## config.mk

```make
export PLATFORM = sky130hd
export DESIGN_NAME = dot_accum_requant
export DESIGN_NICKNAME = d
export VERILOG_FILES = /design/src/rtl/dot_accum_requant.sv
export SDC_FILE = /design/constraint.sdc
export NUM_CORES = 1
export LEC_CHECK = 0
export CORE_ASPECT_RATIO = 0.8
export CORE_MARGIN = 4
export CORE_UTILIZATION = 40
export DETAILED_ROUTE_END_ITERATION = 12
export HOLD_SLACK_MARGIN = 0.15
export RECOVER_POWER = 25
export SLEW_MARGIN = 0
export SYNTH_ARGS = -nofsm -noshare
export SYNTH_HDL_FRONTEND = slang
export SYNTH_SLANG_ARGS = --single-unit
```

## constraint.sdc

```tcl
create_clock -name clk -period 3.7 [get_ports clk]
set_clock_uncertainty 0.1 [all_clocks]
set_input_delay 0.74 -clock clk [delete_from_list [all_inputs] [get_ports clk]]
set_output_delay 0.74 -clock clk [all_outputs]
set_load 0.005 [all_outputs]
```

## src/rtl/dot_accum_requant.sv

```systemverilog
// dot_accum_requant: accumulates TILES unsigned partial sums into a signed
// accumulator, adds a programmable bias, rounds, shifts right by SHIFT and
// saturates the result to one output byte held under a valid/ready handshake.
//
// Optional feature macro: ACT_RELU_EN
//   undefined -> signed saturation to [-128, 127], two's-complement out_data
//   defined   -> ReLU clamp to [0, 255], unsigned out_data
//
// Ports:
//   clk        in   1   clock, rising edge
//   rst_n      in   1   synchronous active-low reset
//   in_valid   in   1   partial sum present
//   in_ready   out  1   partial sum accepted this cycle (ACCUM only)
//   in_psum    in   18  unsigned partial sum
//   bias_load  in   1   write bias_in into the bias register
//   bias_in    in   16  signed bias
//   out_valid  out  1   out_data holds a result
//   out_ready  in   1   downstream accepts out_data
//   out_data   out  8   requantized result
//   tile_cnt   out  6   partial sums accepted in the current batch
module dot_accum_requant #(
  parameter int unsigned TILES = 4,
  parameter int unsigned SHIFT = 6
) (
  input  logic        clk,
  input  logic        rst_n,
  input  logic        in_valid,
  output logic        in_ready,
  input  logic [17:0] in_psum,
  input  logic        bias_load,
  input  logic [15:0] bias_in,
  output logic        out_valid,
  input  logic        out_ready,
  output logic [7:0]  out_data,
  output logic [5:0]  tile_cnt
);

  localparam int unsigned PSUM_W = 18;
  localparam int unsigned BIAS_W = 16;
  localparam int unsigned ACC_W  = 26;
  localparam int unsigned OUT_W  = 8;
  localparam int unsigned CNT_W  = 6;
  // Wide enough for acc + bias + rounding constant without wrap.
  localparam int unsigned SUM_W  = 28;

  localparam logic [CNT_W-1:0]        LAST_TILE = CNT_W'(TILES - 1);
  localparam logic signed [SUM_W-1:0] RND       = SUM_W'(1 << (SHIFT - 1));
`ifdef ACT_RELU_EN
  localparam logic signed [SUM_W-1:0] SAT_HI    = SUM_W'(255);
  localparam logic signed [SUM_W-1:0] SAT_LO    = SUM_W'(0);
`else
  localparam logic signed [SUM_W-1:0] SAT_HI    = SUM_W'(127);
  localparam logic signed [SUM_W-1:0] SAT_LO    = SUM_W'(-128);
`endif

  typedef enum logic [1:0] {
    ACCUM   = 2'd0,
    REQUANT = 2'd1,
    HOLD    = 2'd2
  } state_e;

  state_e                    state_q, state_d;
  logic signed [ACC_W-1:0]   acc_q, acc_d;
  logic signed [BIAS_W-1:0]  bias_q, bias_d;
  logic [CNT_W-1:0]          tile_cnt_q, tile_cnt_d;
  logic [OUT_W-1:0]          out_data_q, out_data_d;
  logic                      out_valid_q, out_valid_d;
  logic                      in_ready_q, in_ready_d;

  logic signed [SUM_W-1:0]   sum_c;
  logic signed [SUM_W-1:0]   shr_c;
  logic [OUT_W-1:0]          sat_c;

  // Rounded, shifted and clamped result of the current accumulator and bias.
  always_comb begin
    sum_c = SUM_W'(acc_q) + SUM_W'(bias_q) + RND;
    shr_c = sum_c >>> SHIFT;
    if (shr_c > SAT_HI) begin
      sat_c = SAT_HI[OUT_W-1:0];
    end else if (shr_c < SAT_LO) begin
      sat_c = SAT_LO[OUT_W-1:0];
    end else begin
      sat_c = shr_c[OUT_W-1:0];
    end
  end

  // Next-state and datapath updates.
  always_comb begin
    state_d    = state_q;
    acc_d      = acc_q;
    tile_cnt_d = tile_cnt_q;
    out_data_d = out_data_q;
    // The REQUANT cycle reads bias_q, so a load there only affects the next batch.
    bias_d     = bias_load ? $signed(bias_in) : bias_q;

    unique case (state_q)
      ACCUM: begin
        if (in_valid && in_ready_q) begin
          acc_d = acc_q + $signed(ACC_W'(in_psum));
          if (tile_cnt_q == LAST_TILE) begin
            tile_cnt_d = '0;
            state_d    = REQUANT;
          end else begin
            tile_cnt_d = tile_cnt_q + CNT_W'(1);
          end
        end
      end
      REQUANT: begin
        out_data_d = sat_c;
        acc_d      = '0;
        state_d    = HOLD;
      end
      HOLD: begin
        if (out_ready) begin
          state_d = ACCUM;
        end
      end
      default: state_d = ACCUM;
    endcase

    // Handshake flags are registered copies of the next-state decode.
    in_ready_d  = (state_d == ACCUM);
    out_valid_d = (state_d == HOLD);
  end

  // State registers with synchronous active-low reset.
  always_ff @(posedge clk) begin
    if (!rst_n) begin
      state_q     <= ACCUM;
      acc_q       <= '0;
      bias_q      <= '0;
      tile_cnt_q  <= '0;
      out_data_q  <= '0;
      out_valid_q <= 1'b0;
      in_ready_q  <= 1'b1;
    end else begin
      state_q     <= state_d;
      acc_q       <= acc_d;
      bias_q      <= bias_d;
      tile_cnt_q  <= tile_cnt_d;
      out_data_q  <= out_data_d;
      out_valid_q <= out_valid_d;
      in_ready_q  <= in_ready_d;
    end
  end

  assign in_ready  = in_ready_q;
  assign out_valid = out_valid_q;
  assign out_data  = out_data_q;
  assign tile_cnt  = tile_cnt_q;

  // PSUM_W documents the input width used in the accumulate cast above.
  if (PSUM_W != 18) begin : g_psum_w_check
    $error("in_psum width mismatch");
  end

endmodule

```

## Word level (Yosys, flattened, before mapping)

Index checks and enable logic that the tools add are counted.
Widths: inputs -> output; s select.

| word-level totals | value |
|---|---|
| word-level logic and storage cells | 33 |
| flip-flop bits (word level) | 60 |
| bits of input ports | 39 |

| cells by class | value |
|---|---|
| add/sub/neg operators | 4 |
| reductions and logical operators | 6 |
| eq/ne operators | 5 |
| muxes and demuxes | 9 |
| order comparisons | 2 |

Operators with widths:

| cell | count |
|---|---|
| $pmux 26 s2 | 1 |
| $add 27x7->28 const B | 1 |
| $add 26x16->27 | 1 |
| $add 26x19->26 | 1 |
| $mux 26 | 1 |
| $gt 22x8->1 const B | 1 |
| $lt 22x8->1 const B | 1 |
| $mux 8 | 2 |
| $add 6x1->6 const B | 1 |
| $eq 6x2->1 const B | 1 |
| $mux 2 | 3 |
| $mux 6 | 1 |
| $pmux 2 s3 | 1 |
| $eq 2x2->1 const B | 2 |
| $logic_not 2->1 | 2 |
| $reduce_and 2->1 | 2 |
| $eq 2x1->1 const B | 1 |
| $ne 2x2->1 const B | 1 |
| $reduce_bool 2->1 | 1 |
| $logic_and 1x1->1 | 1 |

## Depth between registers and ports, before layout

Gate-level depths: netlist of the first run.

| logic depth | value |
|---|---|
| word-level depth | 5 |
| mapped depth | 13 |
| depth with buffers taken out | 13 |

## Worst setup path before layout of the first run

No wires, ideal clock.

| timing path | value |
|---|---|
| path type | register -> register |
| from | register bias_q[15] |
| to | register out_data_q[6] (netlist: out_data[6]) |
| buffers on the path | 1 |
| stages on the path, launching flop included | 13 |
| data arrival time | 3.218 ns |
| library setup time | 0.145 ns |
| path slack | 0.237 ns |
| path through | dfxtp_1 -> ha_1 -> ha_1 -> clkbuf_1 -> a211o_1 -> a2111oi_0 -> o31ai_1 -> inv_1 -> a31oi_1 -> a2111oi_0 -> nor2_1 -> a41oi_1 -> o22ai_1 |

| on the way | value |
|---|---|
| longest elaborated chain between the ends | 5 |
| elaborated cells between the ends (all ways) | 6 |
| those cells by class | add/sub: 2; order compare: 2; mux: 2 |

RTL lines:

| what | line | source |
|---|---|---|
| start, declared | 64 | `logic signed [BIAS_W-1:0] bias_q, bias_d;` |
| start signal, assigned | 139 | `bias_q <= bias_d;` |
| $add 26x16->27 * | 76 | `sum_c = SUM_W'(acc_q) + SUM_W'(bias_q) + RND;` |
| $add 27x7->28 * | 76 |  |
| $lt 22x8->1 | 80 | `end else if (shr_c < SAT_LO) begin` |
| $mux 8 | 80 |  |
| $mux 8 * | 78 | `if (shr_c > SAT_HI) begin` |
| end signal, assigned | 141 | `out_data_q <= out_data_d;` |
| end, declared | 66 | `logic [OUT_W-1:0] out_data_q, out_data_d;` |

Every way passes the cells marked *; elsewhere a longest branch is shown, timed or not.
A chain may end at the register's enable or synchronous reset.

## Worst setup path after layout of the first run

| timing path | value |
|---|---|
| from | register acc_q[11] |
| to | register out_data_q[0] (netlist: out_data[0]) |

| on the way | value |
|---|---|
| longest elaborated chain between the ends | 5 |
| elaborated cells between the ends (all ways) | 6 |
| those cells by class | add/sub: 2; order compare: 2; mux: 2 |

RTL lines:

| what | line | source |
|---|---|---|
| start, declared | 63 | `logic signed [ACC_W-1:0] acc_q, acc_d;` |
| start signal, assigned | 130 | `acc_q <= '0;` |
| start signal, assigned | 138 | `acc_q <= acc_d;` |
| $add 26x16->27 * | 76 |  |
| $add 27x7->28 * | 76 |  |
| $lt 22x8->1 | 80 |  |
| $mux 8 | 80 |  |
| $mux 8 * | 78 |  |

Marks and branches as above.

==> metrics.md, run 1 <==
| Metric | Value |
|---|---|
| DRC Markers | 0 |
| Hold Path Class | reg -> reg |
| Final Worst Setup Slack | 0.132 ns |
| Final setup viols | 0 |
| Reg clk slew, reported paths | 0.06 ns |
| Dominant synthesized flop cell | dfxtp_1 |
| Post-route minimum period | 3.57 ns |
| Std cell rows | 34 |
| Initial core utilization | 41.6% |
| Storage element area | 0.00120 sq mm |
| Static leakage | 2.65 nW |
| Crit path DAT | 3.67 ns |
| CP max FO | 7 |
| FFs w/ async S/R, synth | 0% |
| Synth Register Bits | 60 |
| Area growth syn-to-layout | 27.8% |
| # IOs | 55 |
| Layout Nets | 737 |
| Total CTS buffers | 9 |
| Buffers on Ports | 54 |
| Int Power | 1.57 mW |
| Worst vdd ir | 0.232 mV |
| Slowest cell on crit path | or4_1 |
| Hold_buf cts | 0 |
| Final Max Slew Viols | 0 |
| Die area | 0.0133 sq mm |
| Final hold slack | 0.358 ns |
| ANT nets after route | 0 |
| Die Y | 104 um |
| Core area | 0.0111 sq mm |
| Synth top cells by count | ha_1, dfxtp_1, a21oi_1, nor2_1, nand2_1 |
| Sequence of cells on the critical path | ha_1, ha_1, or4_1, o21a_1, o31a_1, or3_4, a2111oi_2, nand4_1, o31ai_4, o22ai_1 |
| Top achievable clock speed | 0.280 GHz |
| Total vias in the final route | 4199 |
| Period Utilization, post-route | 96.4% |
| Cell Area, Synth | 0.00460 sq mm |
| Routed wire length | 12000 um |
| H-tree Lvls | 3 |
| Vias in the first global route | 3894 |
| Drt first pass iters | 4 |
| Post-Syn Area per Cell | 8.43 sq um |
| DR iter-0 viols | 208 |
| Cell repeated most along the worst path | ha_1 |
| Part of the power in the clock network | 37.8% |
| GRT overflow | 0 |
| Gpl congestion | 0.865 |
| Number of antenna diodes | 0 |
| Most numerous cell in the Yosys netlist | ha_1 |
| CP endpoint kind | flip-flop |
| Post-synthesis cell type count | 59 |
| Fin. Hold Viols | 0 |
| Synthesis Warnings | 0 |
| Status | complete, no violations |
| Synth top area share | 26.1% |
| Vias/cell | 5.40 |
| DR WL/cell | 15.4 um |
| Psw | 0.707 mW |
| CTS tree | built |
| First-pass GRT wire length | 19200 um |
| TritonCTS Sinks | 60 |
| Dominant cell type by area after synthesis | dfxtp_1 |
| Worst slew pin tran | 1.46 ns |
| Sequential share of the synthesized area | 26.1% |
| Initial antenna violation count | 0 |
| Place WS | -0.157 ns |
| Syn_nets | 655 |
| Clock buffer depth | 2 |
| Synth top area cells | dfxtp_1, ha_1, a21oi_1, mux2i_1, xnor2_1 |
| Critical path required time | 3.81 ns |
| Sw Share | 31.0% |
| Multi-input logic area | 0.00336 sq mm |
| Slew HR | 2.72% |
| Post-synth EDFFs | 0 |
| GRT Total Usage | 17.8% |
| Max Cap Violations | 0 |
| Crit path largest cell delay | 0.52 ns |
| Clock latency on the worst-skew pair | 0.33 ns |
| Chip width | 128 um |
| Post-synthesis cell count | 546 |
| Largest net degree at the start of global routing | 31 |
| Post-DP HPWL | 9230 um |
| FILL cells | 1043 |
| Layout cell share with drive strength beyond 1 | 10.9% |
| Root Buffer | clkbuf_16 |
| Worst setup SP type | flip-flop |
| Seq pwr share | 32.2% |
| Cell Pwr Density | 388 mW/mm^2 |
| Critical path class | reg -> reg |
| Comb power frac | 30.0% |
-- worst paths after layout --
path / startpoint / endpoint / slack [ns] / depth (start not counted)
hold reg to reg: out_data[7]$_SDFFE_PN0P_ / out_data[7]$_SDFFE_PN0P_ / 0.36 / 2
hold / removal: out_data[7]$_SDFFE_PN0P_ / out_data[7]$_SDFFE_PN0P_ / 0.36 / 2
setup / recovery: acc_q[11]$_SDFFE_PN0P_ / out_data[0]$_SDFFE_PN0P_ / 0.13 / 10
setup reg to reg: acc_q[11]$_SDFFE_PN0P_ / out_data[0]$_SDFFE_PN0P_ / 0.13 / 10
-- routing by layer --
layer	share of wire [%]	up-vias	track usage, %	wire length [um]
met5	0	-	0	0
met4	0.87	0	4.32	104
met3	5.9	9	4.21	706
met2	43	84	26.6	5130
met1	50	1889	25.6	6030
li1	-	2217	-	-
-- final cells by class --
class	instances	share of cell area [%]
clock buffer	12	4.36
timing repair buffer	87	13.3
clock inverter	4	0.809
inverter	14	0.894
tap	144	3.06
sequential	60	20.5
multi-input combinational	456	57.1
-- cells by family (layout without fill, tap and decap cells) --
group	Yosys count	count (layout)	share of synthesized area, %
compound gates	147	147	21.1
xor+xnor	31	31	5.90
fa+ha+maj	70	70	19.2
buf+inv	30	117	2.45
flops	60	60	26.1
mux	22	22	4.81
simple gates	186	186	20.4
-- state kept, by name, indices dropped and copies added, names as in the netlist --
name       count
tile_cnt       6
bias_q        16
out_valid      1
in_ready       1
state_q        2
out_data       8
acc_q         26
-- metrics by stage --
| step | utilization [%] | instance area, sq um | total power [mW] | TNS [ns] | std cells |
|---|---|---|---|---|---|
| final | 53.2 | 5880 | 2.28 | 0 | 777 |
| after global placement | 49.8 | 5500 | 1.40 | -0.104 | 760 |
| after global routing | 53.2 | 5880 | 2.42 | -0.0175 | 777 |
| after CTS | 52.5 | 5810 | 2.28 | 0 | 776 |
| after floorplan | - | 4600 | 1.20 | 0 | 546 |
| after detailed placement | 49.8 | 5500 | 1.41 | -0.503 | 760 |
-- layout by cell type (no fill, tap or decap), types with 6 or more instances in the layout --
cell	Yosys	routed
nor2b_1	6	6
xor2_1	11	11
clkbuf_16	0	9
nand4_1	6	6
nand3_1	33	33
o22ai_1	9	7
nand2_1	39	39
and2_1	6	6
o21ai_0	26	25
nor3_1	11	9
inv_1	14	14
nor2_1	41	41
a21o_1	9	9
mux2i_1	21	21
ha_1	69	67
dfxtp_1	60	58
or3_1	8	8
xnor2_1	20	20
buf_4	0	31
clkdlybuf4s50_1	0	51
o21bai_1	6	6
a21oi_1	45	44
nand2b_1	9	9
-- critical path: cells and delay by family (launching register included) --
| kind | cells | cell delay (ns) |
|---|---|---|
| fa+ha+maj | 2 | 0.52 |
| simple gates | 3 | 1.06 |
| compound gates | 5 | 1.43 |
| flops | 1 | 0.34 |
-- repair_timing --
item | CTS | global route
endpoints found under the setup margin | 0 | 11
setup buffers | 0 | 1
resized for setup | 0 | 15
endpoints found under the hold margin | 0 | 0
-- power groups by stage --
stage	clock network (mW)	logic, mW	registers [mW]
global placement	0	0.657	0.745
global route	0.913	0.768	0.740
CTS	0.883	0.668	0.733
detailed placement	0	0.662	0.747
floorplan	0	0.468	0.732
finish	0.863	0.683	0.734
Note: power is estimated with default switching activity, not from simulation.
==> run 2: changes to the inputs <==
--- a/config.mk
+++ b/config.mk
@@ -10,7 +10,6 @@
 export CORE_UTILIZATION = 40
 export DETAILED_ROUTE_END_ITERATION = 12
 export HOLD_SLACK_MARGIN = 0.15
-export RECOVER_POWER = 25
 export SLEW_MARGIN = 0
 export SYNTH_ARGS = -nofsm -noshare
 export SYNTH_HDL_FRONTEND = slang
==> run 2 against run 1 <==
Compared with the run above:
- clock power is essentially flat
- worst hold slack about the same
- maximum frequency fell by 0.17%
- cell area rose by 0.13%
- non-clock buffer count unchanged
- utilization increased by 0.068 points
- sequential share of layout area about the same
- clock-buffer cell count is the same
- critical path depth stayed put
- register-to-register slack barely moved
- combinational power is essentially flat
- global-route usage did not move
- critical path type unchanged
- highest routed layer unchanged
==> metrics.md, run 2 (same netlist as run 1, synthesis figures left out) <==
| Metric | Value |
|---|---|
| Status | complete, no violations |
| FILL cells | 1041 (-0.19%) |
| TritonCTS Sinks | 60 (unchanged) |
| DRC Markers | 0 (unchanged) |
| Total vias in the final route | 4217 (+0.43%) |
| Post-route minimum period | 3.57 ns (+0.00614 ns) |
| Post-DP HPWL | 9230 um (unchanged) |
| Hold Path Class | reg -> reg |
| Slew HR | 59.7% (+57 points) |
| Cell repeated most along the worst path | ha_1 |
| Vias in the first global route | 3894 (unchanged) |
| DR WL/cell | 15.5 um (+0.42%) |
| CTS tree | built |
| Critical path required time | 3.81 ns (about the same) |
| Crit path largest cell delay | 0.52 ns (about the same) |
| Die area | 0.0133 sq mm (unchanged) |
| Most frequent cells in the layout | ha_1, dfxtp_1, clkdlybuf4s50_1 |
| Initial core utilization | 41.6% (unchanged) |
| Vias/cell | 5.43 (+0.43%) |
| Reg with most FFs | acc_q |
| CP max FO | 7 (unchanged) |
| H-tree Lvls | 3 (unchanged) |
| Core area | 0.0111 sq mm (unchanged) |
| Clock buffer depth | 2 (unchanged) |
| Die Y | 104 um (unchanged) |
| ANT nets after route | 0 (unchanged) |
| GRT overflow | 0 (unchanged) |
| Sequence of cells on the critical path | ha_1, ha_1, or4_1, o21a_1, o31a_1, or3_4, a2111oi_2, nand4_1, o31ai_4, o22ai_1 |
| Cell Pwr Density | 388 mW/mm^2 (about the same) |
| Initial antenna violation count | 0 (unchanged) |
| Area growth syn-to-layout | 28.0% |
| Chip width | 128 um (unchanged) |
| First-pass GRT wire length | 19200 um (unchanged) |
| # IOs | 55 (unchanged) |
| Drt first pass iters | 4 (unchanged) |
| Final TNS setup | 0 ns (unchanged) |
| Critical path class | reg -> reg |
| Max FFs per register | 26 (unchanged) |
| Clock latency on the worst-skew pair | 0.33 ns (about the same) |
| Worst slew pin tran | 0.603 ns (-0.856 ns) |
| Total CTS buffers | 9 (unchanged) |
| Worst setup SP type | flip-flop |
| Buffers on Ports | 54 (unchanged) |
| Final Max Slew Viols | 0 (unchanged) |
| Static leakage | 2.66 nW (+0.24%) |
| Most common cell after layout, fill and taps aside | ha_1 |
| Crit path DAT | 3.68 ns (about the same) |
| Layout Nets | 737 (unchanged) |
| DR iter-0 viols | 218 (+4.8%) |
| Std cell rows | 34 (unchanged) |
| Routed wire length | 12000 um (+0.42%) |
| CP endpoint kind | flip-flop |
| Final setup viols | 0 (unchanged) |
| Root Buffer | clkbuf_16 |
| Post-route cell area | 0.00589 sq mm (+0.13%) |
| Placed Area | 0.00550 sq mm (unchanged) |
| Period Utilization, post-route | 96.6% (+0.17 points) |
| Number of antenna diodes | 0 (unchanged) |
| Hold_buf cts | 0 (unchanged) |
| Fin. Hold Viols | 0 (unchanged) |
| Layout cell share with drive strength beyond 1 | 11.2% (+0.32 points) |
| Largest net degree at the start of global routing | 31 (unchanged) |
| GRT Total Usage | 17.8% (unchanged) |
| Reg clk slew, reported paths | 0.06 ns (about the same) |
| Worst vdd ir | 0.233 mV (+0.49%) |
| Gpl congestion | 0.865 (unchanged) |
| Slowest cell on crit path | or4_1 |
| Max Cap Violations | 0 (unchanged) |
| Top achievable clock speed | 0.280 GHz (-0.17%) |
-- run 2: cell count changes in the layout (fill, tap and decap cells not counted) --
cell,change
clkdlybuf4s50_1,+3
clkbuf_1,-2
buf_4,+2
dlygate4sd3_1,-3
-- run 2: path summary, 6_finish.rpt --
path	cells after the start	start	endpoint	slack, ns
worst max-delay path	10	acc_q[11]$_SDFFE_PN0P_	out_data[0]$_SDFFE_PN0P_	0.13
worst min-delay path	2	out_data[7]$_SDFFE_PN0P_	out_data[7]$_SDFFE_PN0P_	0.36
worst min register to register	2	out_data[7]$_SDFFE_PN0P_	out_data[7]$_SDFFE_PN0P_	0.36
worst max register to register	10	acc_q[11]$_SDFFE_PN0P_	out_data[0]$_SDFFE_PN0P_	0.13
-- run 2: routing by layer --
metal  up-vias  track usage, %  part of all wire (%)
met3         9            4.21                   4.7
met4         0            4.32                  0.87
met5         -               0                     0
li1       2216               -                     -
met2        70            26.6                    43
met1      1922            25.6                    51
-- run 2: through the flow --
| step | std cells | power, mW | hold WS [ns] | setup WS [ns] | util, % |
|---|---|---|---|---|---|
| after detailed placement | 760 | 1.41 | 0.358 | -0.157 | 49.8 |
| final | 777 | 2.28 | 0.358 | 0.126 | 53.2 |
| after global routing | 777 | 2.42 | 0.381 | -0.0100 | 53.2 |
| after floorplan | 546 | 1.20 | 0.352 | 0.237 | - |
| after CTS | 776 | 2.28 | 0.366 | 0.0271 | 52.5 |
| after global placement | 760 | 1.40 | 0.352 | -0.0567 | 49.8 |
-- run 2: area by class of cell --
type | count | area [sq um] | area share (%)
clock inverters | 4 | 47.5 | 0.807
repair buffers | 87 | 788 | 13.4
clock buffers | 12 | 256 | 4.36
well taps | 144 | 180 | 3.06
flip-flops and latches | 60 | 1200 | 20.4
multi-input cells | 456 | 3360 | 57.1
inverters | 14 | 52.6 | 0.892
-- run 2: report_power, final --
| part | internal, mW | total [mW] | switching, mW |
|---|---|---|---|
| registers | 0.692 | 0.734 | 0.0420 |
| logic | 0.327 | 0.686 | 0.360 |
| clock network | 0.556 | 0.865 | 0.309 |
| total | 1.57 | 2.28 | 0.711 |
-- run 2: repair_timing --
| item | 4_1_cts | 5_1_grt |
|---|---|---|
| setup buffers | 0 | 1 |
| setup endpoints to repair | 0 | 11 |
| endpoints found under the hold margin | 0 | 0 |
| resized for setup | 0 | 15 |
-- run 2: worst max-delay path: cells and delay by family, from the launching register on --
family | cells | cell delay (ns)
AO/OA/AOI/OAI | 5 | 1.43
adder cells (fa/ha/maj) | 2 | 0.52
flip-flops | 1 | 0.34
AND/OR/NAND/NOR | 3 | 1.06
==> run 3: changes to the inputs <==
--- a/config.mk
+++ b/config.mk
@@ -5,6 +5,7 @@
 export SDC_FILE = /design/constraint.sdc
 export NUM_CORES = 1
 export LEC_CHECK = 0
+export CAP_MARGIN = 40
 export CORE_ASPECT_RATIO = 0.8
 export CORE_MARGIN = 4
 export CORE_UTILIZATION = 40
==> results of run 3 <==
The final DEF is identical to that of run 2; final timing and power are the same.
==> patch: new RTL, settings of run 2 <==
Encoding of `state_e`: now one-hot (3 bits for 3 states).
--- a/src/rtl/dot_accum_requant.sv
+++ b/src/rtl/dot_accum_requant.sv
@@ -54,8 +54,8 @@
 `endif
 
-  typedef enum logic [1:0] {
-    ACCUM   = 2'd0,
-    REQUANT = 2'd1,
-    HOLD    = 2'd2
+  typedef enum logic [2:0] {
+    ACCUM   = 3'b001,
+    REQUANT = 3'b010,
+    HOLD    = 3'b100
   } state_e;
 
Check against the original RTL: same outputs for any inputs over 4 cycles, from zero or initial values and one cycle with rst_n low; so few cycles prove little.
==> patch against run 2 <==
Non-clock buffer count down 17. Routed wire length up 4.2%. Cell area rose by 2.1%. Power down 2.8%. Sequential cell count is 1 higher. Setup slack worse by 13 ps. Area after synthesis increased by 6.7%. Critical path type unchanged.
==> patch: results <==
[outcome]
status = finished, final reports clean

[synth]
syn-instance-count = 579
synthMuxAreaShare_pct = 3.671
synth_area_leaders = dfxtp_1, ha_1, a21oi_1
yosys-top-cells-count = ha_1, dfxtp_1, nor2_1
synthArstFlopShare_pct = 0
yosysUniqueCellTypes = 77
yosysSeqAreaShare_pct = 24.88
synth_nets = 688
yosys.area_share.xor_xnor_pct = 6.424
synth_compound_area_share_pct = 22.41
synthAdderAreaFrac_pct = 18.00

[place]
dp_slack_ps = -139.3
post_dp_cell_area_um2 = 5645
place_congestion = 0.8221
dp_hpwl_um = 9729
placed_cells = 777

[grt]
grt_pass1_vias = 4095
use_met1_pct = 25.79
grt_use_met3_pct = 3.752
grt_max_degree = 38
grt.total_usage_pct = 17.64
grt_util_met2_pct = 26.42

[power]
peakVddDrop_uv = 195.0
total_leakage_power_nw = 2.683

[routing]
routedWlPerCell_um = 15.76
vias = 4472
avgViaCountPerCell = 5.625
first_iter_violations = 272
wl_met2_um = 5274
met1_length_um = 6560
wl_met3_um = 568
drtPass1Iterations = 5

[sta]
fmax_mhz = 278.8
whs_ps = 399.8
slew_headroom_pct = 33.34

[finish]
nFillCells = 1123
nNetsFinal = 752
drive_above_1_share_pct = 10.36

[worst_hold_path]
worstHoldStart = acc_q[5]
holdPathEnd = acc_q[5]

[clock_tree]
cts_buffers = 9
post-cts-setup-buffers = 0

[worst_setup_path]
r2r_cells = 12
r2r_start = acc_q[9]
worst_ep_arrival_time_ps = 3700
max_stage_delay_ps = 430
worstPathMaxFanout = 5
==> patch: changes by cell type in the layout (fill, tap and decap cells not counted), moves of 4 or more <==
cell / change
buf_4: -17
nor2_1: +14
a21o_1: +8
o21ai_0: -5
or4_1: -5
a21oi_2: +4
nand4_1: +4
o21a_1: +4
o21bai_1: -4
or2_2: -4
==> patch: area by class of cell <==
type / instances / area share (%)
Tap cell: 148 / 3.081
Timing Repair Buffer: 70 / 10.99
Clock buffer: 11 / 4.038
Multi-Input combinational cell: 482 / 59.58
Clock inverter: 4 / 0.8118
Sequential cell: 61 / 20.32
Inverter: 19 / 1.187
==> patch: power breakdown <==
group          internal, mW  switching, mW  total [mW]
combinational         0.289          0.351       0.640
clock                 0.534          0.302       0.837
sequential            0.698         0.0455       0.744
==> patch: worst max-delay path: cells and delay by family, from the launching register on <==
kind | cells | cell delay [ps]
and+or+nand+nor | 5 | 1110
AOI/OAI and AO/OA | 4 | 930
adders and majority gates | 2 | 640
DFF | 1 | 420
xor gates and xnor gates | 1 | 270
